<file path="config.mk">
export PLATFORM = sky130hd
export DESIGN_NAME = alu_sequencer
export DESIGN_NICKNAME = d
export VERILOG_FILES = /design/src/rtl/alu_sequencer_pkg.sv /design/src/rtl/alu_rr_arbiter.sv /design/src/rtl/alu_sequencer.sv
export SDC_FILE = /design/constraint.sdc
export NUM_CORES = 1
export LEC_CHECK = 0
export ABC_AREA = 1
export CAP_MARGIN = 25
export CORE_ASPECT_RATIO = 0.75
export CORE_MARGIN = 10
export CORE_UTILIZATION = 37
export DETAILED_ROUTE_END_ITERATION = 16
export PLACE_DENSITY = 0.76
export SYNTH_ARGS = -nofsm -noshare
export SYNTH_HDL_FRONTEND = slang
export SYNTH_SLANG_ARGS = --single-unit
</file>
<file path="constraint.sdc">
create_clock -name clk -period 2 [get_ports clk]
set_input_delay 0.3 -clock clk [delete_from_list [all_inputs] [get_ports clk]]
set_output_delay 0.3 -clock clk [all_outputs]
set_load 0.02 [all_outputs]
</file>
<file path="src/rtl/alu_sequencer_pkg.sv">
// alu_sequencer_pkg: state encoding, opcode constants and latency lookup for the ALU sequencer.
package alu_sequencer_pkg;
    typedef enum logic [1:0] {S_IDLE, S_EXEC, S_DONE} state_t;
    localparam logic [4:0] OP_MUL = 5'b01111;
    localparam logic [4:0] OP_DIV = 5'b10000;
    function automatic logic [3:0] op_latency(
        input logic [4:0] op,
        input logic [3:0] mul_lat,
        input logic [3:0] div_lat
    );
        return op == OP_MUL ? mul_lat : op == OP_DIV ? div_lat : 4'd1;
    endfunction
endpackage

</file>
<file path="src/rtl/alu_rr_arbiter.sv">
// alu_rr_arbiter: 2-way round-robin grant; pointer remembers the last granted requester.
module alu_rr_arbiter (
    input  logic       clk,
    input  logic       clr,
    input  logic [1:0] req_i,
    input  logic       en_i,
    output logic [1:0] gnt_o,
    output logic       gnt_id_o
);
    logic last_q;
    assign gnt_id_o = req_i == 2'b11 ? ~last_q : req_i[1];
    assign gnt_o    = req_i == 2'b00 ? 2'b00 : gnt_id_o ? 2'b10 : 2'b01;
    // Pointer starts at 1 so requester 0 wins the first contended round.
    always_ff @(posedge clk or negedge clr) begin
        if (!clr) last_q <= 1'b1;
        else if (en_i && |req_i) last_q <= gnt_id_o;
    end
endmodule

</file>
<file path="src/rtl/alu_sequencer.sv">
// alu_sequencer: arbitrates two requesters onto a shared external ALU and
// returns each result through a valid/ready response port.
module alu_sequencer
    import alu_sequencer_pkg::*;
#(
    parameter int MUL_LAT = 4,
    parameter int DIV_LAT = 8
) (
    input  logic        clk,
    input  logic        clr,
    input  logic        req0_valid,
    output logic        req0_ready,
    input  logic [4:0]  req0_op,
    input  logic [31:0] req0_a,
    input  logic [31:0] req0_b,
    input  logic        req0_bf,
    input  logic        req1_valid,
    output logic        req1_ready,
    input  logic [4:0]  req1_op,
    input  logic [31:0] req1_a,
    input  logic [31:0] req1_b,
    input  logic        req1_bf,
    output logic [31:0] alu_a,
    output logic [31:0] alu_b,
    output logic [4:0]  alu_op,
    output logic        alu_bf,
    input  logic [63:0] alu_out,
    output logic        rsp_valid,
    input  logic        rsp_ready,
    output logic        rsp_id,
    output logic [31:0] rsp_lo,
    output logic [31:0] rsp_hi,
    output logic        busy
);
    state_t      state_q;
    logic [3:0]  cnt_q;
    logic [4:0]  op_q;
    logic [31:0] a_q, b_q, lo_q, hi_q;
    logic        bf_q, id_q;
    logic        idle, gnt_id;
    logic [1:0]  gnt;
    logic [4:0]  op_d;
    logic [31:0] a_d, b_d;
    logic        bf_d;
    logic [3:0]  lat_d;

    alu_rr_arbiter u_arb (
        .clk      (clk),
        .clr      (clr),
        .req_i    ({req1_valid, req0_valid}),
        .en_i     (idle),
        .gnt_o    (gnt),
        .gnt_id_o (gnt_id)
    );

    assign idle       = state_q == S_IDLE;
    assign req0_ready = gnt[0] & idle & clr;
    assign req1_ready = gnt[1] & idle & clr;
    assign op_d       = gnt_id ? req1_op : req0_op;
    assign a_d        = gnt_id ? req1_a : req0_a;
    assign b_d        = gnt_id ? req1_b : req0_b;
    assign bf_d       = gnt_id ? req1_bf : req0_bf;
    assign lat_d      = op_latency(op_d, 4'(MUL_LAT), 4'(DIV_LAT));

    assign alu_a     = idle ? '0 : a_q;
    assign alu_b     = idle ? '0 : b_q;
    assign alu_op    = idle ? '0 : op_q;
    assign alu_bf    = idle ? 1'b0 : bf_q;
    assign rsp_valid = state_q == S_DONE;
    assign rsp_id    = id_q;
    assign rsp_lo    = lo_q;
    assign rsp_hi    = hi_q;
    assign busy      = !idle;

    always_ff @(posedge clk or negedge clr) begin
        if (!clr) begin
            state_q <= S_IDLE;
            cnt_q   <= '0;
            op_q    <= '0;
            a_q     <= '0;
            b_q     <= '0;
            bf_q    <= 1'b0;
            id_q    <= 1'b0;
            lo_q    <= '0;
            hi_q    <= '0;
        end else begin
            case (state_q)
                S_IDLE: if (req0_valid || req1_valid) begin
                    op_q    <= op_d;
                    a_q     <= a_d;
                    b_q     <= b_d;
                    bf_q    <= bf_d;
                    id_q    <= gnt_id;
                    cnt_q   <= lat_d - 4'd1;
                    state_q <= S_EXEC;
                end
                S_EXEC: if (cnt_q == '0) begin
                    lo_q    <= alu_out[31:0];
                    hi_q    <= alu_out[63:32];
                    state_q <= S_DONE;
                end else begin
                    cnt_q <= cnt_q - 4'd1;
                end
                S_DONE: if (rsp_ready) state_q <= S_IDLE;
                default: state_q <= S_IDLE;
            endcase
        end
    end
endmodule
</file>
# After elaboration in Yosys (flattened, before gate mapping)
# Cells that the tools add are included.
[classes] add_sub_neg=2 eq_ne=9 muxes=20 n_bitwise=5 reduce_logical=12
[op_table] operator="two-way mux 32 bit" count=4
[op_table] operator="two-way mux 4 bit" count=4
[op_table] operator="two-way mux 2 bit" count=5
[op_table] operator="two-way mux 5 bit" count=2
[op_table] operator="case mux 4 bit (2 select lines)" count=1
[op_table] operator="subtractor 4 x 1 -> 4 bit (second input constant)" count=2
[op_table] operator="case mux 2 bit (3 select lines)" count=1
[op_table] operator="AND reduction 3 bit" count=2
[op_table] operator="equality test 5 x 4 -> 1 bit (second input constant)" count=1
[op_table] operator="equality test 5 bit (second input constant)" count=1
[op_table] operator="bitwise AND 1 bit" count=4
[op_table] operator="equality test 2 bit (second input constant)" count=2
[op_table] operator="logical NOT 2 bit" count=2
[op_table] operator="logical NOT 4 bit" count=1
[op_table] operator="inequality test 2 x 1 -> 1 bit (second input constant)" count=2
[op_table] operator="inequality test 2 bit (second input constant)" count=2
[op_table] operator="AND reduction 2 bit" count=2
[op_table] operator="two-way mux 1 bit" count=3
[op_table] operator="equality test 2 x 1 -> 1 bit (second input constant)" count=1
[op_table] operator="nonzero test 2 bit" count=1
[op_table] operator="OR reduction 2 bit" count=1
[op_table] operator="logical AND 1 bit" count=1
[op_table] operator="logical NOT 1 bit" count=1
[op_table] operator="logical OR 1 bit" count=1
[op_table] operator="NOT 1 bit" count=1
[totals] ff_bits=142 in_bits=209 output_inout_bits=139 wordCells=58

# Depth between registers and ports, before layout
# Gate-level depths: netlist of run 1.
[depth] depth_word=9 depth_mapped=14 mapped_depth_nobuf=14

# Hierarchy
# Synthesis of run 1 repeated with hierarchy kept, for this count alone.
[hier_totals] cells_unflattened=747 area_unflattened_um2=6790.3
[by_module_without_submodules] module="alu_sequencer" instances=1 cells_each=737 area_per_inst_um2=6713.9 seq_area_each_um2=3528.4
[by_module_without_submodules] module="alu_rr_arbiter" instances=1 cells_each=10 area_per_inst_um2=76.3 seq_area_each_um2=26.3

# Least setup slack after synthesis of run 1
# No wires, ideal clock.
[synth_path] path_kind="register to register" from="reg u_arb.last_q" to="reg cnt_q[2]" t_arrival_ns=1.660 required_time_ns=1.883 setup_slack_ns=0.222 path_stages_with_launch=15 path_buffers=1 synth_period_minus_slack_ns=1.778 path_cell_list="dfstp_2 nand2_2 nand2_4 buf_6 nand2_1 nand2_1 nor2_1 nand2_1 nand3_2 nand2_2 inv_1 ha_1 nand3b_1 nand3_1 nand2_1"
[synth_via] elab_chain_len=9
[synth_rtl] item="from (decl)" line="alu_rr_arbiter.sv:10" source="logic last_q;"
[synth_rtl] item="from (signal assigned)" line="alu_rr_arbiter.sv:16" source="else if (en_i && |req_i) last_q <= gnt_id_o;"
[synth_rtl] item="NOT 1 bit *" line="alu_rr_arbiter.sv:11" source="assign gnt_id_o = req_i == 2'b11 ? ~last_q : req_i[1];"
[synth_rtl] item="two-way mux 1 bit *" line="alu_rr_arbiter.sv:11"
[synth_rtl] item="two-way mux 5 bit *" line="alu_sequencer.sv:59" source="assign op_d = gnt_id ? req1_op : req0_op;"
[synth_rtl] item="equality test 5 bit" line="alu_sequencer_pkg.sv:11" source="return op == OP_MUL ? mul_lat : op == OP_DIV ? div_lat : 4'd1;"
[synth_rtl] item="two-way mux 4 bit" line="alu_sequencer_pkg.sv:11"
[synth_rtl] item="two-way mux 4 bit *" line="alu_sequencer_pkg.sv:11"
[synth_rtl] item="subtractor 4 x 1 -> 4 bit *" line="alu_sequencer.sv:94" source="cnt_q <= lat_d - 4'd1;"
[synth_rtl] item="two-way mux 4 bit *" line="alu_sequencer.sv:88" source="S_IDLE: if (req0_valid || req1_valid) begin"
[synth_rtl] item="case mux 4 bit (2 select lines) *" line="alu_sequencer.sv:87" source="case (state_q)"
[synth_rtl] item="to (signal assigned)" line="alu_sequencer.sv:94"
[synth_rtl] item="to (signal assigned)" line="alu_sequencer.sv:102" source="cnt_q <= cnt_q - 4'd1;"
[synth_rtl] item="to (decl)" line="alu_sequencer.sv:36" source="logic [3:0] cnt_q;"
# Every way passes the cells marked *; elsewhere a longest branch is shown, timed or not. The select of a mux whose other input is x is not followed.
# A chain may end at the register's enable or synchronous reset.

# Final worst setup path of run 1
[layout_path] from="reg state_q[0]" to="out req1_ready"
[layout_via] elab_chain_len=3
[layout_rtl] item="from (decl)" line="alu_sequencer.sv:35" source="state_t state_q;"
[layout_rtl] item="from (signal assigned)" line="alu_sequencer.sv:77" source="state_q <= S_IDLE;"
[layout_rtl] item="from (signal assigned)" line="alu_sequencer.sv:95" source="state_q <= S_EXEC;"
[layout_rtl] item="from (signal assigned)" line="alu_sequencer.sv:100" source="state_q <= S_DONE;"
[layout_rtl] item="logical NOT 2 bit" line="alu_sequencer.sv:56" source="assign idle = state_q == S_IDLE;"
[layout_rtl] item="bitwise AND 1 bit (2 in a row)" line="alu_sequencer.sv:58" source="assign req1_ready = gnt[1] & idle & clr;"
[layout_rtl] item="to (decl)" line="alu_sequencer.sv:18" source="output logic req1_ready,"
# No other way between the ends.

==> results of run 1 <==
## placed cells by master (no fill, tap or decap), types with 2 or more instances in the layout
master and instances:
inv_2 2, o22ai_1 27, o211ai_1 38, nor2_1 92
o21ai_1 2, clkinv_4 2, buf_16 4, clkbuf_16 19
nand2_2 5, buf_2 22, clkdlybuf4s50_1 272, o21ai_2 3
inv_1 81, buf_4 36, buf_12 11, inv_6 4
nand2_1 43, buf_8 3, clkbuf_2 2, clkdlybuf4s15_2 6
nor2_2 9, dfrtp_1 141, dlygate4sd2_1 31, nor2_4 7
nand3b_1 2, clkinv_2 3, inv_8 2, buf_6 14
clkinvlp_4 2, mux2_2 15, bufbuf_16 2, nand3_1 82
o21ai_0 33, mux2_1 49
## critical path: stages (launching register included)
cell and delay (ns):
dfrtp_1 0.41, nor2_4 0.15, buf_12 0.13, buf_12 0.14, buf_8 0.13, nand2_2 0.07, nor2_2 0.13, buf_6 0.14
## cells by family (layout without fill, tap and decap cells)
group,after synthesis,after routing,share of synthesized area
adders and majority gates,1,1,0.00189
AOI/OAI and AO/OA,106,106,0.102
muxes,64,64,0.109
DFF,142,142,0.537
and+or+nand+nor,246,246,0.162
buffers and inverters,134,522,0.0877
## power breakdown
group | switching (mW) | total (mW) | internal [mW]
logic | 6.28 | 11.7 | 5.41
clock network | 1.35 | 3.13 | 1.78
registers | 0.600 | 4.97 | 4.37
## how the worst max path moves through the flow
stage,from,cells past startpoint,slack [ns],end
2_1_floorplan,u_arb.last_q,14,0.22,cnt_q[2]
3_3_place_gp,req0_valid,6,-0.16,req0_ready
3_5_place_dp,req0_valid,6,-0.16,req0_ready
4_1_cts,state_q[1],7,-0.02,alu_op[1]
5_1_grt,state_q[0],7,-0.08,req1_ready
6_report,state_q[0],7,-0.01,req1_ready
## registers in the layout, summed over array words and instances, names as in the netlist
| name | count |
|---|---|
| a_q | 32 |
| state_q | 2 |
| cnt_q | 4 |
| bf_q | 1 |
| op_q | 5 |
| u_arb.last_q | 1 |
| rsp_hi | 32 |
| rsp_id | 1 |
| b_q | 32 |
| rsp_lo | 32 |
## layer usage
layer  vias to the layer above  track usage  routed length, um
li1                       3060            -                  -
met1                      3141        0.264              10600
met2                       301        0.351              12900
met3                        19       0.0809               2740
met4                         0       0.0478                213
met5                         -            0                  0
## per-stage QoR
step                      hold slack [ns]  setup TNS (ns)
final                             -0.0550         -0.0124
after global placement              0.474          -0.485
after detailed placement            0.473          -0.798
after CTS                          0.0492         -0.0687
after floorplan                   0.00441               0
after global routing               0.0580           -1.85
## area by class of cell
class / instances / area (um^2)
Multi-Input combinational cell: 417 / 2590
Timing Repair Buffer: 405 / 4100
Tap cell: 242 / 303
Clock inverter: 13 / 130
Clock buffer: 19 / 443
Fill cell: 1410 / 6160
Sequential cell: 142 / 3550
Inverter: 85 / 323
## repair_timing
action                     in CTS  in global routing
pin swaps                       1                 12
cloned                          4                  2
setup endpoints to repair      74                 57
setup buffers                   5                 10
resized for setup             199                 62
==> results.rst, run 1 <==
.. list-table::
   :header-rows: 1

   * - Metric
     - Value
   * - Status
     - complete, but fails checks
   * - Failing checks
     - hold timing, setup timing
   * - Type of destination of the critical path
     - primary output
   * - Library cell occupying the most area in the post-synthesis netlist
     - dfrtp_1
   * - Post-Place Setup Slack
     - -0.162 ns
   * - Final setup skew
     - between 0.009 and 0.01 ns
   * - PnR Total Power
     - slightly below 20 mW
   * - Avg Vias per Cell
     - between 4 and 5
   * - Minimum setup slack among reg-to-reg paths
     - about 0.07 ns
   * - Normalized max-slew margin
     - 0.441
   * - Total die area
     - between 0.02 and 0.025 mm^2
   * - CTS tree
     - yes
   * - Die extent in x
     - roughly 170 um
   * - Warning count from the yosys run
     - 0
   * - DIE HEIGHT
     - about 140 um
   * - Maximum count of clock buffers along a single path
     - 2
   * - Post-synth top cells
     - dfrtp_1 (141), nor2_1 (105), inv_1 (83), nand3_1 (83), mux2_1 (49)
   * - Share of Yosys cell area claimed by the top area cell type
     - 0.533
   * - Peak ir drop on the vdd network
     - ~850 uV
   * - Critical path launch point type
     - flip-flop
   * - Async set-reset flop share out of synthesis
     - 1.00
   * - Area Overhead vs Synth
     - 73.0%
   * - Final count of hold timing violations
     - 27
   * - Wire length of the first global-routing pass
     - approximately 40000 um
   * - Syn nets
     - about 900
   * - Pwr Density
     - about 1700 mW/mm^2
   * - Slew at the pin closest to its max-slew limit
     - between 0.8 and 0.9 ns
   * - Leakage
     - 5.12 nW
   * - H-tree lvl count
     - 4
   * - Number of cell rows
     - 42
   * - Final Net Count
     - roughly 1300
   * - Drt pass-1 iters
     - 5
   * - Top Ports
     - ~350
   * - Largest net degree at the start of global routing
     - ~140
   * - Root buffer cell
     - clkbuf_16
   * - Syn Std Cell Area
     - ~0.0066 mm^2
   * - Maximum capacitance violations
     - 0
   * - Number of antenna-violating nets in the routed design
     - 0
   * - Area inside the core boundary
     - about 0.018 mm^2
   * - Worst flop-to-flop path startpoint
     - u_arb.last_q
   * - Data arrival time of the worst path
     - ~1.7 ns
   * - Vias after detailed routing
     - roughly 6500
   * - Worst Setup Slack, final
     - -0.0124 ns
   * - Number of antenna violations at the first check in global routing
     - 0
   * - Final critical delay including setup and external delays
     - 2.01 ns
   * - Post-route standard cell area excluding fillers
     - roughly 0.011 mm^2
   * - Most common cell in the synthesized netlist
     - dfrtp_1
   * - Starting density of the core
     - 0.376
   * - Mean instance size in the synthesized netlist
     - 9.55 um^2
   * - Post-layout util
     - 0.650
   * - Post-detailed-route wirelength per cell
     - approximately 20 um
   * - Synth Register Bits
     - ~140
   * - R2r worst-path depth
     - 14
   * - Number of enable-type register cells in the synthesized netlist
     - 0
   * - Critical path fanouts, max
     - 6
   * - Buffers on Ports
     - 347
   * - Number of library cell types mapped by synthesis
     - 31
   * - Min-Delay Path Class
     - in -> async
   * - Clk Latency, worst-skew pair
     - about 0.42 ns
   * - Post-route DRC
     - 0
   * - RSZ-0062 raised after global routing
     - yes
   * - Clock transition at the register clock pins on the worst setup and hold paths after CTS
     - 0.06 ns
   * - Biggest area contributors in the synthesized netlist
     - dfrtp_1 (53%), mux2_1 (8.3%), nand3_1 (6.3%)
   * - Number of DRC markers after the initial detailed-route iteration
     - 470
   * - Worst r2r dst
     - cnt_q[2]
   * - Clock Sink Count
     - about 140
   * - Syn Inst Count
     - 693
   * - Final Non-Filler Cells
     - 1323
   * - Primary flip-flop cell chosen by synthesis mapping
     - dfrtp_1
   * - Total routing usage reported by global routing
     - 0.214
   * - Share of cells above drive strength 1
     - 0.170
   * - Endpoint required time on the critical path
     - ~1.7 ns
   * - Final Setup Violations
     - 1
   * - Number of max-slew violations in the final report
     - 0
   * - Category of the most critical setup path
     - reg -> out
   * - Congestion Overflow GR
     - 0
   * - Final Cycle Share
     - 1.01
   * - Total wire length
     - around 26000 um
   * - Area after detailed placement
     - between 0.01 and 0.015 mm^2
   * - Placed wire-length estimate
     - roughly 19000 um
   * - Antenna diode instance count
     - 0
   * - Worst hold margin
     - -0.0550 ns
   * - Routability congestion estimate
     - roughly 0.87
   * - Cts hold-fix bufs
     - 0
   * - Sequential cell area fraction in the yosys report
     - 0.537
   * - Number of placed instances, taps included
     - 1270
   * - FMAX
     - approximately 500 MHz
   * - Vias in the first global route
     - 6516
   * - Number of clock buffers inserted by TritonCTS
     - 17
(Power assumes the default switching activity.)
==> run 2, diff against run 1 <==
- CORE_UTILIZATION: 37 -> 40
- PLACE_DENSITY: 0.76 -> 0.81
- clock period: 2 -> 1.9 ns (I/O delays scaled with it)
==> run 2 against run 1 <==
  * Utilization is 3.8 points higher
  * Design area decreased by 3.1%
  * The run still ends with hold timing, setup timing left
  * Clock skew is essentially flat
  * Register-to-register slack worse by 0.08 ns
  * Global-route usage rose by 0.80 points
  * Clock power is 11% higher
  * Wire length grew 0.59%
  * First-iteration DRC count down 6.4%
  * Flip-flop and latch count stayed put
  * Cell count is 3.0% lower
  * Sequential share of layout area up 0.99 points
  * Non-clock buffer count down 7
==> results.rst, run 2 (synthesis results as in run 1) <==
.. list-table::
   :header-rows: 1

   * - Metric
     - Value
   * - Status
     - complete, but fails checks (unchanged)
   * - Failing checks
     - hold timing, setup timing (unchanged)
   * - Starting density of the core
     - 0.411 (was 0.376)
   * - Metal2 WL
     - 13300 um (was 12900 um)
   * - Share of cells above drive strength 1
     - 0.195 (was 0.170)
   * - Cts hold-fix bufs
     - 0 (unchanged)
   * - Number of max-slew violations in the final report
     - 0 (unchanged)
   * - RSZ-0062 raised after global routing
     - yes (unchanged)
   * - Die extent in x
     - 169 um (was 174 um)
   * - Clock Sink Count
     - 142 (unchanged)
   * - Root buffer cell
     - clkbuf_16 (unchanged)
   * - Largest net degree at the start of global routing
     - 143 (unchanged)
   * - Pwr Density
     - 1820 mW/mm^2 (was 1730 mW/mm^2)
   * - FILL cells
     - 1244 (was 1410)
   * - Final Net Count
     - 1271 (was 1278)
   * - Met3 Wirelength
     - 2600 um (was 2740 um)
   * - Total wire length
     - 26600 um (was 26500 um)
   * - R2r worst-path depth
     - 14 (unchanged)
   * - Final Setup Violations
     - 1 (unchanged)
   * - FMAX
     - roughly 520 MHz
   * - Clock transition at the register clock pins on the worst setup and hold paths after CTS
     - 0.07 ns (was 0.06 ns)
   * - Area inside the core boundary
     - 0.0161 mm^2 (was 0.0176 mm^2)
   * - Top routing layer used
     - met4 (unchanged)
   * - Vias in the first global route
     - 6684 (was 6516)
   * - Maximum count of clock buffers along a single path
     - 2 (unchanged)
   * - Most used cells in the layout excluding fill and tap cells
     - clkdlybuf4s50_1 (272), dfrtp_1 (141), nor2_1 (102) (was clkdlybuf4s50_1 (272), dfrtp_1 (141), nor2_1 (92))
   * - Multi-input logic area
     - 0.00259 mm^2 (about the same)
   * - Area occupied by registers
     - 0.00355 mm^2 (unchanged)
   * - Final setup skew
     - 0.00939 ns (was 0.00961 ns)
   * - Category of cells accounting for the largest share of critical-path delay
     - simple AND/OR/NAND/NOR gates (was buffers and inverters)
   * - Critical path fanouts, max
     - 7 (was 6)
   * - Number of DRC markers after the initial detailed-route iteration
     - 440 (was 470)
   * - Routability congestion estimate
     - 0.860 (was 0.868)
   * - Total routing usage reported by global routing
     - 0.222 (was 0.214)
   * - Buffering stage count on the worst path with inverters included
     - 2 (was 4)
   * - Total die area
     - 0.0221 mm^2 (was 0.0237 mm^2)
   * - Area Overhead vs Synth
     - 67.6% (was 73.0%)
   * - Peak ir drop on the vdd network
     - 999 uV (was 852 uV)
   * - Final count of hold timing violations
     - 36 (was 27)
   * - Number of antenna-violating nets in the routed design
     - 0 (unchanged)
   * - Sw Pwr
     - 8.48 mW (was 8.23 mW)
   * - Maximum capacitance violations
     - 0 (unchanged)
   * - Type of destination of the critical path
     - flip-flop (was primary output)
   * - Normalized max-slew margin
     - 0.455 (was 0.441)
   * - Final Cycle Share
     - 1.01
   * - Beginning of the critical path
     - u_arb.last_q (was state_q[0])
   * - List of cells traversed by the critical path
     - nand2_4, nand2_8, buf_6, nand2_2, o21ai_2, nor2_1, nand2_1, nand3_2, nand2_2, inv_2, ha_4, nand3b_1, nand3_1, nand2_1 (was nor2_4, buf_12, buf_12, buf_8, nand2_2, nor2_2, buf_6)
   * - Post-detailed-route wirelength per cell
     - 20.8 um (was 20.0 um)
   * - Avg Vias per Cell
     - 5.09 (was 4.93)
   * - Post-route standard cell area excluding fillers
     - 0.0111 mm^2 (was 0.0114 mm^2)
   * - Proportion of power drawn by the clock network
     - 0.173 (was 0.158)
   * - Clk Latency, worst-skew pair
     - 0.42 ns (about the same)
   * - CTS tree
     - yes (unchanged)
   * - WL met1
     - 10200 um (was 10600 um)
   * - Proportion of total power due to net switching
     - 0.421 (was 0.416)
   * - Category of the most critical setup path
     - reg -> reg (was reg -> out)
   * - Post-route DRC
     - 0 (unchanged)
   * - Highest-delay cell along the critical path
     - dfstp_2 (was dfrtp_1)
   * - Top Ports
     - 348 (unchanged)
   * - Wire length of the first global-routing pass
     - 38800 um (was 39600 um)
   * - Leakage
     - 5.00 nW (was 5.12 nW)
   * - Setup crit end
     - cnt_q[2] (was req1_ready)
   * - Slowest Stage Delay on Critical Path
     - 0.56 ns (was 0.41 ns)
   * - Min-Delay Path Class
     - in -> async (unchanged)
   * - Worst Setup Slack, final
     - -0.0127 ns (was -0.0124 ns)
   * - Area after detailed placement
     - 0.0105 mm^2 (was 0.0106 mm^2)
   * - Worst hold margin
     - -0.0379 ns (was -0.0550 ns)
   * - DIE HEIGHT
     - 131 um (was 136 um)
   * - PnR Total Power
     - 20.1 mW (was 19.8 mW)
   * - H-tree lvl count
     - 4 (unchanged)
   * - Most common library cell in the layout ignoring fill and taps
     - clkdlybuf4s50_1 (unchanged)
   * - Slew at the pin closest to its max-slew limit
     - 0.818 ns (was 0.839 ns)
   * - Congestion Overflow GR
     - 0 (unchanged)
   * - Buffers on Ports
     - 347 (unchanged)
   * - Worst flop-to-flop path startpoint
     - u_arb.last_q (unchanged)
   * - Vias after detailed routing
     - 6536 (was 6521)
   * - Minimum setup slack among reg-to-reg paths
     - -0.01 ns (was 0.07 ns)
   * - Number of clock buffers inserted by TritonCTS
     - 17 (unchanged)
   * - Final critical delay including setup and external delays
     - 1.91 ns
   * - Stages on the worst setup path
     - 14 (was 7)
   * - Antenna diode instance count
     - 0 (unchanged)
   * - Data arrival time of the worst path
     - 2.22 ns (was 1.71 ns)
   * - Worst r2r dst
     - cnt_q[2] (unchanged)
   * - Number of antenna violations at the first check in global routing
     - 0 (unchanged)
   * - Placed wire-length estimate
     - 19400 um (was 18900 um)
   * - Number of cell rows
     - 40 (was 42)
   * - Drt pass-1 iters
     - 5 (unchanged)
   * - Share of power burned in registers
     - 0.259 (was 0.251)
   * - Critical path launch point type
     - flip-flop (unchanged)
   * - Internal power summed over all cells
     - 11.7 mW (was 11.6 mW)
   * - Proportion of power drawn by combinational gates
     - 0.568 (was 0.591)
   * - Endpoint required time on the critical path
     - 2.21 ns (was 1.70 ns)
## run 2: worst min path at each step
stage / cells past startpoint / slack (ns) / end
final: 2 / -0.04 / a_q[29]
after floorplan: 0 / -0.01 / a_q[0]
after global placement: 2 / 0.46 / rsp_id
after detailed placement: 2 / 0.47 / op_q[4]
after CTS: 2 / 0.05 / rsp_id
after global routing: 2 / 0.06 / a_q[4]
## run 2: repair_timing
item,4_1_cts,5_1_grt
endpoints found under the setup margin,76,56
gates cloned,0,3
setup buffers,6,8
pin swaps,3,18
gates resized for setup,259,94
## run 2: final cells by class
| type | count | area share |
|---|---|---|
| Tap cell | 210 | 0.0237 |
| Multi-Input combinational cell | 417 | 0.234 |
| Inverter | 85 | 0.0294 |
| Timing Repair Buffer | 398 | 0.338 |
| Clock inverter | 13 | 0.0162 |
| Clock buffer | 18 | 0.0387 |
| Sequential cell | 142 | 0.320 |
## run 2: metrics by stage
step	util	worst slack, ns	hold slack, ns	setup TNS, ns	cells
3_3_place_gp	0.651	-0.331	0.455	-6.94	1237
3_5_place_dp	0.651	-0.422	0.473	-9.90	1237
4_1_cts	0.687	-0.0310	0.0501	-0.108	1274
5_1_grt	0.688	-0.138	0.0645	-0.318	1283
2_1_floorplan	-	0.122	-0.0106	0	693
6_report	0.688	-0.0127	-0.0379	-0.0127	1283
## run 2: power groups by stage
stage / clock (mW) / combinational (mW) / sequential [mW]
global route: 3.66 / 12.3 / 5.39
floorplan: 0 / 5.15 / 6.07
global placement: 0 / 11.4 / 5.17
CTS: 3.54 / 11.2 / 5.22
finish: 3.48 / 11.4 / 5.21
detailed placement: 0 / 11.6 / 5.25
## run 2: routing by layer
| metal | vias to the layer above | track usage |
|---|---|---|
| li1 | 3042 | - |
| met1 | 3156 | 0.252 |
| met2 | 298 | 0.373 |
| met3 | 40 | 0.0888 |
| met4 | 0 | 0.0724 |
| met5 | - | 0 |
